==> src/rtl/sync_fifo_pkg.sv <==
// Shared defaults for the single-clock FIFO slice.
// Both the storage block and the top take their parameter defaults from here.
package sync_fifo_pkg;

    localparam int ASIZE_DEFAULT = 2;
    localparam int DSIZE_DEFAULT = 16;

endpackage : sync_fifo_pkg

==> src/rtl/fifo_mem.sv <==
// FIFO storage with a synchronous write port and an asynchronous read port.
// The read is asynchronous so the head word can fall through to the output.
module fifo_mem
    import sync_fifo_pkg::*;
#(
    parameter int ASIZE = ASIZE_DEFAULT,
    parameter int DSIZE = DSIZE_DEFAULT
) (
    input  logic             wclk,
    input  logic             wclken,
    input  logic [ASIZE-1:0] waddr,
    input  logic [DSIZE-1:0] wdata,
    input  logic [ASIZE-1:0] raddr,
    output logic [DSIZE-1:0] rdata
);

    localparam int DEPTH = 1 << ASIZE;

    // Contents are deliberately not reset; only the pointers define validity.
    logic [DSIZE-1:0] mem [0:DEPTH-1];

    always_ff @(posedge wclk) begin
        if (wclken) begin
            mem[waddr] <= wdata;
        end
    end

    assign rdata = mem[raddr];

endmodule : fifo_mem

==> src/rtl/sync_fifo.sv <==
// Single-clock first-word-fall-through FIFO of 2**ASIZE words.
// Binary pointers carry one extra wrap bit so full and empty differ without a counter.
module sync_fifo
    import sync_fifo_pkg::*;
#(
    parameter int ASIZE = ASIZE_DEFAULT,
    parameter int DSIZE = DSIZE_DEFAULT
) (
    input  logic             wclk,
    input  logic             wrst_n,
    input  logic [DSIZE-1:0] wdata,
    input  logic             w_en,
    input  logic             r_en,
    output logic [DSIZE-1:0] rdata,
    output logic             rempty,
    output logic             wfull
);

    localparam int PTR_W = ASIZE + 1;

    logic [PTR_W-1:0] wptr;
    logic [PTR_W-1:0] rptr;
    logic [ASIZE-1:0] waddr;
    logic [ASIZE-1:0] raddr;
    logic             wr_fire;
    logic             rd_fire;

    assign waddr = wptr[ASIZE-1:0];
    assign raddr = rptr[ASIZE-1:0];

    // Flags come straight from the registered pointers, so they move in the
    // same cycle as the pointer that caused them.
    assign rempty = (wptr == rptr);
    assign wfull  = (wptr[ASIZE] != rptr[ASIZE]) &&
                    (wptr[ASIZE-1:0] == rptr[ASIZE-1:0]);

    // Requests against a full or empty FIFO are simply dropped.
    assign wr_fire = w_en && !wfull;
    assign rd_fire = r_en && !rempty;

    always_ff @(posedge wclk or negedge wrst_n) begin
        if (!wrst_n) begin
            wptr <= '0;
        end else if (wr_fire) begin
            wptr <= wptr + PTR_W'(1);
        end
    end

    always_ff @(posedge wclk or negedge wrst_n) begin
        if (!wrst_n) begin
            rptr <= '0;
        end else if (rd_fire) begin
            rptr <= rptr + PTR_W'(1);
        end
    end

    fifo_mem #(
        .ASIZE (ASIZE),
        .DSIZE (DSIZE)
    ) fifomem (
        .wclk   (wclk),
        .wclken (wr_fire),
        .waddr  (waddr),
        .wdata  (wdata),
        .raddr  (raddr),
        .rdata  (rdata)
    );

endmodule : sync_fifo

==> config.mk <==
export PLATFORM = sky130hd
export DESIGN_NAME = sync_fifo
export DESIGN_NICKNAME = d
export VERILOG_FILES = /design/src/rtl/sync_fifo_pkg.sv /design/src/rtl/fifo_mem.sv /design/src/rtl/sync_fifo.sv
export SDC_FILE = /design/constraint.sdc
export NUM_CORES = 1
export LEC_CHECK = 0
export ABC_AREA = 1
export CAP_MARGIN = 20
export CORE_UTILIZATION = 55
export CTS_CLUSTER_DIAMETER = 40
export CTS_CLUSTER_SIZE = 40
export DETAILED_ROUTE_END_ITERATION = 16
export GPL_ROUTABILITY_DRIVEN = 0
export GPL_TIMING_DRIVEN = 0
export PLACE_DENSITY = 0.86
export SLEW_MARGIN = 20
export SYNTH_ARGS = -nofsm -noshare
export SYNTH_HDL_FRONTEND = slang
export SYNTH_HIERARCHICAL = 1
export SYNTH_SLANG_ARGS = --single-unit
==> constraint.sdc <==
create_clock -name wclk -period 3 [get_ports wclk]
set_input_delay 0.45 -clock wclk [delete_from_list [all_inputs] [get_ports wclk]]
set_output_delay 0.45 -clock wclk [all_outputs]
set_load 0.03 [all_outputs]
; Yosys cells after proc, flatten, opt, wreduce, memory -nomap -nowiden
; Memory sizes are Yosys's and may differ from the RTL's.
; Cells that the tools add are included.
[totals]
ff_bits = 6
ram_bits = 64
input_bits = 20
out_inout_bits = 18
wordCells = 15
n_memories = 1
[classes]
add_sub_neg = 2
eq_ne = 3
n_mux = 2
n_reduce_logical = 5
[mem_list]
columns = memory, words, width, read_ports, rd_clocked_by_memory_dff, write_ports, line
row1 = fifomem.mem, 4, 16, 1, 0, 1, fifo_mem.sv:20  ; logic [DSIZE-1:0] mem [0:DEPTH-1];
[ops]
columns = operator, count
row1 = "3-bit by 1-bit adder with 3-bit output, second input constant", 2
row2 = 3-bit equality test, 1
row3 = 1-bit logical AND, 3
row4 = 2-bit equality test, 1
row5 = 1-bit logical NOT, 2
row6 = 1-bit 2-to-1 mux, 2
row7 = 1-bit inequality test, 1

; Logic depth before layout (Yosys ltp)
; Gate-level depths: netlist of the first run.
[depth]
ltp_word = 6
depth_mapped = 8
mapped_depth_nobuf = 8

; Hierarchy
; Netlist of the first run, hierarchy kept.
[by_module_without_submodules]
columns = mod, instances, cells_each, area_each_um2, seq_area_each_um2
row1 = fifo_mem, 1, 259, 2758.9, 1921.8
row2 = sync_fifo, 1, 53, 384.1, 150.1

; Worst setup path after synthesis of the first run
; OpenSTA, ideal clock, no wires.
[synth_path]
path_type = register to register
startpoint = register wptr[0]
endpoint = memory fifomem/mem[1][0] (netlist bit) (enable)
setup_ns = 0.409
arrival_time_ns = 2.019
t_required_ns = 2.591
slack_ns = 0.572
stages_incl_launch_ff = 9
n_path_buf = 0
synth_period_minus_slack_ns = 2.428
cell_sequence = dfrtp_1 -> inv_1 -> nand2_1 -> nand2_2 -> nand3_2 -> nand2_2 -> inv_1 -> inv_1 -> nor3_1
[synth_between]
elab_chain_cells = 6
[synth_lines]
columns = element, line
row1 = start: declaration, sync_fifo.sv:21  ; logic [PTR_W-1:0] wptr;
row2 = start signal: assignment, sync_fifo.sv:45  ; wptr <= wptr + PTR_W'(1);
row3 = 2-bit equality test, sync_fifo.sv:35  ; (wptr[ASIZE-1:0] == rptr[ASIZE-1:0]);
row4 = 1-bit logical AND, sync_fifo.sv:34  ; assign wfull = (wptr[ASIZE] != rptr[ASIZE]) &&
row5 = 1-bit logical NOT, sync_fifo.sv:38  ; assign wr_fire = w_en && !wfull;
row6 = 1-bit logical AND, sync_fifo.sv:38
row7 = named net wr_fire, sync_fifo.sv:25  ; logic wr_fire;
row8 = 1-bit 2-to-1 mux, fifo_mem.sv:23  ; if (wclken) begin
row9 = 1-bit 2-to-1 mux (implied by the code), fifo_mem.sv:24  ; mem[waddr] <= wdata;
row10 = end: declaration, fifo_mem.sv:20
; The timed path passes the listed nets, and every way through them passes these cells.

; Worst setup path in the final report of the first run
[layout_path]
startpoint = register rptr[1]
endpoint = output rdata[10]
[layout_between]
elab_chain_cells = 1
[layout_lines]
columns = element, line
row1 = start: declaration, sync_fifo.sv:22  ; logic [PTR_W-1:0] rptr;
row2 = start signal: assignment, sync_fifo.sv:53  ; rptr <= rptr + PTR_W'(1);
row3 = memory read 4 x 16 bit, --
row4 = end: declaration, sync_fifo.sv:14  ; output logic [DSIZE-1:0] rdata,
; Every way passes these cells.

==> results of run 1 <==
==> cells in the final DEF (no fill, tap or decap), drive strengths merged <==
master,Yosys,layout
bufinv,0,1
inv,78,79
xor2,2,2
nand2,106,106
clkinvlp,0,1
clkbuf,0,9
buf,10,15
dfrtp,6,6
edfxtp,64,64
nor3,4,4
clkdlybuf4s50,0,37
nand3,40,40
ha,2,2
clkinv,0,4
==> metrics by stage <==
stage | utilization [%] | instance area [µm²] | hold slack, ns | power [mW] | setup TNS (ns)
3_3_place_gp | 65.4 | 3600 | 0.539 | 3.19 | -28.23
5_1_grt | 70.1 | 3860 | 0.358 | 4.29 | 0
2_1_floorplan | - | 3140 | 0.154 | 2.62 | 0
6_report | 70.1 | 3860 | 0.362 | 4.05 | 0
4_1_cts | 70.1 | 3860 | 0.355 | 4.06 | 0
3_5_place_dp | 66.6 | 3660 | 0.561 | 3.31 | 0
==> per-layer routing <==
metal | up-vias | GRT usage (%) | routed length, µm
met5 | - | 0 | 0
met4 | 0 | 15.5 | 131
met3 | 12 | 5.41 | 322
met2 | 83 | 38.5 | 3350
met1 | 1028 | 27.8 | 2620
li1 | 1072 | - | -
==> cell usage after synthesis, drive strengths merged <==
library cell and number:
inv 78, buf 10, xor2 2, nor3 4
nand2 106, ha 2, nand3 40, dfrtp 6
edfxtp 64
==> final timing paths <==
path / endpoint / slack, ns / cells after the start
worst max register to register: fifomem/mem[3][11]$_DFFE_PP_ / 0.69 / 9
worst min register to register: wptr[2]$_DFFE_PN0P_ / 0.58 / 2
min in group wclk: wptr[2]$_DFFE_PN0P_ / 0.58 / 2
worst min-delay path: rptr[2]$_DFFE_PN0P_ / 0.36 / 1
max in group asynchronous: rptr[0]$_DFFE_PN0P_ / 2.39 / 1
worst max-delay path: rdata[10] / 0.43 / 6
==> flip-flops by register name, indices dropped and copies added, names as in the netlist <==
signal,cells
wptr,3
rptr,3
fifomem/mem,64
==> power by group <==
group          switching, mW  internal (mW)  leakage [nW]
Sequential             0.105           1.30         0.661
Combinational           1.19          0.712          1.04
Clock                  0.364          0.385        0.0972
==> kinds of logic (layout without fill, tap and decap cells) <==
logic type / Yosys count / count (layout) / synth area share, %
flops: 70 / 70 / 65.9
simple gates: 150 / 150 / 20.3
buf+inv: 88 / 146 / 12.4
fa+ha+maj: 2 / 2 / 0.796
xor+xnor: 2 / 2 / 0.557
==> worst max-delay path, stage by stage (launching register included) <==
cell and delay, ns:
dfrtp_1 0.44, buf_6 0.17, inv_2 0.13, buf_6 0.17
nand3_1 0.09, nand2_1 0.10, clkdlybuf4s50_1 0.67
==> final cells by class <==
class                      instances  area (µm²)  area share (%)
sequential                        70        2070            53.7
clock buffer                       9         124            3.21
tap                               72        90.1            2.33
clock inverter                     7        72.6            1.88
inverter                          78         295            7.65
multi-input combinational        154         701            18.1
timing repair buffer              42         412            10.7
buffer                            10        95.1            2.46
==> impl_metrics.json, run 1 <==
{
  "placementRows": 27,
  "setup.worst_path.start": "rptr[1]$_DFFE_PN0P_",
  "post-cts-setup-buffers": 0,
  "rsz0062_at_grt": "no",
  "setup_slack_ns": 0.428,
  "syn_to_final_growth_pct": 22.9,
  "grt_pass1_vias": 2226,
  "drv_cap": 0,
  "cts_num_sinks": 70,
  "drive_gt1_share_pct": 11.4,
  "netlist_instances": 312,
  "grt_max_degree": 14,
  "post_drt_wl_per_cell_um": 14.5,
  "wl_um": 6420,
  "worstMarginPinSlew_ns": 0.792,
  "cts_buffer_depth": 2,
  "antenna_found_initial": 0,
  "arrival_ns": 2.12,
  "drt_first_pass_iters": 6,
  "syn_area_per_cell_um2": 10.1,
  "yosysSeqAreaShare_pct": 65.9,
  "synthTopCellsByArea": "edfxtp_1, nand2_1, inv_1",
  "cts_hold_buf": 0,
  "cp-end-kind": "primary output",
  "leakage_nw": 1.80,
  "io_buffers": 37,
  "relSlewSlack_pct": 46.9,
  "clock.fmax_mhz": 389,
  "die_w_um": 77.6,
  "grt_overflow": 0,
  "finalHoldViolCount": 0,
  "syn-num-nets": 334,
  "dp_slack_ns": 0.517,
  "htreeDepth": 3,
  "period_minus_slack_ns": 2.57,
  "clock_latency_ns": 0.34,
  "grt_pass1_wl_um": 10200,
  "cts_buffers": 9,
  "ys_seq_elements": 70,
  "cts_tree": "yes",
  "diodes": 0,
  "nFillCells": 390,
  "core_area_mm2": 0.00551,
  "avgViaCountPerCell": 4.97,
  "track_usage_pct": 23.5,
  "start_kind": "register",
  "worst-endpoint-required_ns": 2.55,
  "synth_top_area_share_pct": 61.1,
  "ctsResizeCount": 0,
  "pin_count": 38,
  "drtIter0Drc": 243,
  "ant_nets": 0,
  "timing.final.crit_share_pct": 85.7,
  "r2r-start": "wptr[0]$_DFFE_PN0P_",
  "hp-class": "input pin to asynchronous set/reset pin",
  "cts-root-buf": "clkbuf_8",
  "fin_cells": 442,
  "drc": 0,
  "cts.reportedPaths.clkPinSlew_ns": 0.08,
  "die_h_um": 77.6,
  "hpwl_um": 4410,
  "synth_warnings": 6,
  "maxSlewViolCount": 0,
  "start_util_pct": 57.1,
  "setup-violations-final": 0,
  "synth.distinct_cells": 15,
  "synth_area_mm2": 0.00314,
  "peakVddDrop_v": 0.000593,
  "p_per_area_mw_per_mm2": 1050,
  "synth_top_area_cell": "edfxtp_1",
  "place_inst": 426,
  "crit_fanout": 10,
  "skew_ns": 0.00731,
  "die_area_mm2": 0.00602,
  "worstSetupPathType": "register to primary output",
  "finalNetCount": 387,
  "status": "finished clean",
  "dr_total_vias": 2195
}
Note: power is estimated with default switching activity, not from simulation.
==> inputs of run 2 (changes only) <==
- CORE_UTILIZATION: 55 -> 50
- PLACE_DENSITY: 0.86 -> 0.83
- clock period: 3 -> 2.35 ns (I/O delays scaled with it)
==> impl_metrics.json, run 2 (synthesized netlist as in run 1, its figures left out) <==
{
  "pin_count": 38,
  "worstSetupPathType": "register to primary output",
  "layout_common_cells": "nand2_1, inv_1, edfxtp_1",
  "p_int_mw": 2.92,
  "core_area_mm2": 0.00599,
  "p_per_area_mw_per_mm2": 1290,
  "worst-endpoint-required_ns": 2.00,
  "final_common_cell": "nand2_1",
  "grt_max_degree": 14,
  "power_mw": 5.02,
  "leakage_nw": 1.87,
  "p_seq_share_pct": 35.8,
  "cts_buffer_depth": 2,
  "stdcell_area_mm2": 0.00387,
  "htreeDepth": 3,
  "fin_cells": 446,
  "cts-root-buf": "clkbuf_8",
  "switching_share_pct": 41.7,
  "drv_cap": 0,
  "hp-class": "input pin to asynchronous set/reset pin",
  "avgViaCountPerCell": 4.77,
  "post-cts-setup-buffers": 0,
  "arrival_ns": 1.83,
  "die_h_um": 81.3,
  "drive_gt1_share_pct": 11.9,
  "period_minus_slack_ns": 2.18,
  "grt_pass1_wl_um": 9590,
  "setup-violations-final": 0,
  "worstMarginPinSlew_ns": 0.491,
  "maxSlewViolCount": 0,
  "relSlewSlack_pct": 67.1,
  "cts_buffers": 9,
  "p_comb_share_pct": 45.2,
  "cts_num_sinks": 70,
  "start_util_pct": 52.5,
  "hold_ws_ns": 0.256,
  "finalNetCount": 388,
  "finalHoldViolCount": 0,
  "rsz0062_at_grt": "no",
  "reg_top3": "fifomem/mem (64), rptr (3), wptr (3)",
  "post_dp_cell_area_mm2": 0.00368,
  "track_usage_pct": 20.6,
  "timing.final.crit_share_pct": 92.7,
  "peakVddDrop_v": 0.000677,
  "die_w_um": 81.3,
  "largest_register_ffs": 64,
  "placementRows": 28,
  "place_inst": 430,
  "crit_fanout": 10,
  "antenna_found_initial": 0,
  "diodes": 0,
  "tns_ns": 0,
  "cts_tree": "yes",
  "switchingPower_mw": 2.09,
  "clock_latency_ns": 0.34,
  "cts.reportedPaths.clkPinSlew_ns": 0.07,
  "status": "finished clean",
  "dr_total_vias": 2128,
  "drc": 0,
  "cp-end-kind": "primary output",
  "grt_pass1_vias": 2047,
  "regMostFlops": "fifomem/mem",
  "r2r_slack_ns": 0.25,
  "syn_to_final_growth_pct": 23.3,
  "die_area_mm2": 0.00661,
  "cts_hold_buf": 0,
  "post_drt_wl_per_cell_um": 13.5,
  "drtIter0Drc": 121,
  "hpwl_um": 4060,
  "start_kind": "register",
  "clkPwrFrac_pct": 19.0,
  "wl_um": 6010,
  "clock.fmax_mhz": 459,
  "ant_nets": 0,
  "skew_ns": 0.00771,
  "drt_first_pass_iters": 4,
  "grt_overflow": 0,
  "io_buffers": 37
}
-- run 2: cell types whose count changed in the layout (fill, tap and decap cells not counted) --
cell             previous run  this run
clkdlybuf4s50_1            37        19
dlymetal6s2s_1              0         2
dlygate4sd2_1               0        16
nor3_4                      0         2
nor3_2                      4         2
dfrtp_2                     0         1
buf_6                       7         8
dfrtp_1                     6         5
-- run 2: routing by layer --
metal	GRT usage, %	vias to the layer above	share of wire (%)
li1	-	1075	-
met5	0	-	0
met4	8.57	0	1.4
met2	35.1	48	51
met1	25.2	999	43
met3	4.38	6	4.8
-- run 2: path summary, 6_finish.rpt --
path | start | endpoint | depth (start not counted)
min in group wclk | wptr[2]$_DFFE_PN0P_ | wptr[2]$_DFFE_PN0P_ | 2
setup reg to reg | wptr[0]$_DFFE_PN0P_ | fifomem/mem[3][5]$_DFFE_PP_ | 9
max in group asynchronous | wrst_n | wptr[1]$_DFFE_PN0P_ | 1
setup / recovery | rptr[1]$_DFFE_PN0P_ | rdata[10] | 6
hold / removal | wrst_n | rptr[2]$_DFFE_PN0P_ | 1
hold reg to reg | wptr[2]$_DFFE_PN0P_ | wptr[2]$_DFFE_PN0P_ | 2
-- run 2: stage by stage --
stage               utilization (%)  setup WS [ns]
floorplan                         -        -0.0779
global placement               60.2          -1.11
detailed placement             61.4         0.0336
CTS                            64.4         0.0688
global route                   64.7         0.0683
finish                         64.7          0.172
-- run 2: layout make-up --
class	count	area, µm²
plain buffers	10	95.1
clock buffers	9	124
clock inverters	7	72.6
fillers	446	2120
inverters	78	295
multi-input cells	154	713
flip-flops and latches	70	2070
well taps	75	93.8
repair buffers	43	408
-- run 2: repair_timing --
item,in CTS,in global routing
resized for setup,16,5
setup endpoints to repair,16,11
endpoints found under the hold margin,0,0
gates cloned,0,0
-- run 2: power groups by stage --
stage               Clock (mW)  Sequential (mW)  Combinational [mW]
floorplan                    0             1.79                1.55
global placement             0             1.81                2.28
detailed placement           0             1.82                2.41
CTS                      0.962             1.79                2.26
global route              1.03             1.82                2.49
finish                   0.953             1.80                2.27
-- run 2: critical path, stage by stage, from the launching register on --
cell	delay (ns)
dfrtp_1	0.44
buf_6	0.17
inv_2	0.13
buf_6	0.17
nand3_1	0.09
nand2_1	0.08
dlygate4sd2_1	0.40
==> inputs of run 3 (changes only) <==
- GPL_TIMING_DRIVEN: 0 -> not set
==> impl_metrics.json, run 3 (synthesized netlist as in run 1, its figures left out) <==
{
  "status": "finished clean",
  "layout_common_cells": "nand2_1, inv_1, edfxtp_1",
  "diodes": 0,
  "timing.final.crit_share_pct": 86.9,
  "hp-class": "input pin to asynchronous set/reset pin",
  "dr_total_vias": 2098,
  "avgViaCountPerCell": 4.77,
  "drc": 0,
  "fin_cells": 440,
  "met3_length_um": 202,
  "p_per_area_mw_per_mm2": 1320,
  "cts-root-buf": "clkbuf_8",
  "die_h_um": 81.3,
  "maxSlewViolCount": 0,
  "hpwl_um": 3910,
  "worstSetupPathType": "register to primary output",
  "nFillCells": 459,
  "p_int_mw": 2.98,
  "switching_share_pct": 40.2,
  "finalNetCount": 382,
  "finalHoldViolCount": 0,
  "ant_nets": 0,
  "antenna_found_initial": 0,
  "rsz0062_at_grt": "no",
  "crit_fanout": 32,
  "cts.reportedPaths.clkPinSlew_ns": 0.07,
  "place_inst": 424,
  "io_buffers": 37,
  "clkPwrFrac_pct": 20.7,
  "wl_met1_um": 2400,
  "start_util_pct": 52.5,
  "wl_um": 5790,
  "r2r_cells": 9,
  "cts_buffers": 9,
  "period_minus_slack_ns": 2.04,
  "fin_util_pct": 63.0,
  "leakage_nw": 1.79,
  "post_drt_wl_per_cell_um": 13.2,
  "placementRows": 28,
  "grt_pass1_vias": 2142,
  "power_mw": 4.98,
  "cts_buffer_depth": 2,
  "setup-violations-final": 0,
  "syn_to_final_growth_pct": 20.1,
  "drive_gt1_share_pct": 14.8,
  "ctsResizeCount": 0,
  "cts_tree": "yes",
  "drtIter0Drc": 106,
  "clock.fmax_mhz": 489,
  "track_usage_pct": 20.2,
  "grt_pass1_wl_um": 9580,
  "die_area_mm2": 0.00661,
  "hold_ws_ns": 0.260,
  "arrival_ns": 1.69,
  "largest_register_ffs": 64,
  "switchingPower_mw": 2.00,
  "relSlewSlack_pct": 76.8,
  "worstMarginPinSlew_ns": 0.348,
  "clock_latency_ns": 0.34,
  "peakVddDrop_v": 0.000728,
  "p_comb_share_pct": 43.3,
  "skew_ns": 0.00460,
  "worst-endpoint-required_ns": 2.00,
  "die_w_um": 81.3,
  "reg_top3": "fifomem/mem (64), rptr (3), wptr (3)",
  "regMostFlops": "fifomem/mem",
  "post-cts-setup-buffers": 0,
  "htreeDepth": 3,
  "drv_cap": 0,
  "drt_first_pass_iters": 5,
  "cp-end-kind": "primary output",
  "dr_wl_met2_um": 3110,
  "grt_overflow": 0,
  "core_area_mm2": 0.00599,
  "final_common_cell": "nand2_1",
  "cts_hold_buf": 0,
  "highest-signal-layer": "met4",
  "grt_max_degree": 33,
  "p_seq_share_pct": 36.1,
  "pin_count": 38,
  "start_kind": "register",
  "cts_num_sinks": 70
}
## run 3: cell type report
class,count,area (µm²),area share [%]
multi-input cells,154,701,18.6
well taps,75,93.8,2.49
repair buffers,47,400,10.6
inverters,78,295,7.82
flip-flops and latches,70,2070,54.9
clock buffers,10,128,3.38
clock inverters,6,86.3,2.29
## run 3: power groups by stage
stage	combinational, mW	sequential [mW]	clock [mW]
2_1_floorplan	1.55	1.79	0
3_3_place_gp	2.11	1.81	0
3_5_place_dp	2.16	1.82	0
4_1_cts	2.18	1.80	1.04
5_1_grt	2.38	1.83	1.10
6_report	2.16	1.80	1.03
## run 3: critical path: stages, from the launching register on
cell,delay (ns)
dfrtp_1,0.42
buf_4,0.20
inv_4,0.27
nand2_1,0.10
nand3_1,0.11
nand2_1,0.07
buf_4,0.16
## run 3: path summary, 6_finish.rpt
check	from	end	slack (ns)
max	rptr[0]$_DFFE_PN0P_	rdata[5]	0.31
min in group wclk	rptr[2]$_DFFE_PN0P_	rptr[2]$_DFFE_PN0P_	0.59
max in group asynchronous	wrst_n	wptr[0]$_DFFE_PN0P_	1.86
max reg2reg	rptr[1]$_DFFE_PN0P_	fifomem/mem[3][12]$_DFFE_PP_	0.51
min reg2reg	rptr[2]$_DFFE_PN0P_	rptr[2]$_DFFE_PN0P_	0.59
min	wrst_n	rptr[1]$_DFFE_PN0P_	0.26
## run 3: routing by layer
| layer | global-route usage [%] | up-vias |
|---|---|---|
| met4 | 9.46 | 0 |
| met2 | 35.8 | 49 |
| li1 | - | 1063 |
| met3 | 3.37 | 6 |
| met1 | 23.6 | 980 |
| met5 | 0 | - |
## run 3: metrics by stage
step                      setup TNS, ns  worst slack (ns)  cell area (µm²)
after global placement                0             0.537             3560
final                                 0             0.307             3780
after floorplan                   -4.98           -0.0779             3140
after CTS                             0             0.294             3780
after detailed placement              0             0.477             3560
after global routing                  0             0.185             3780
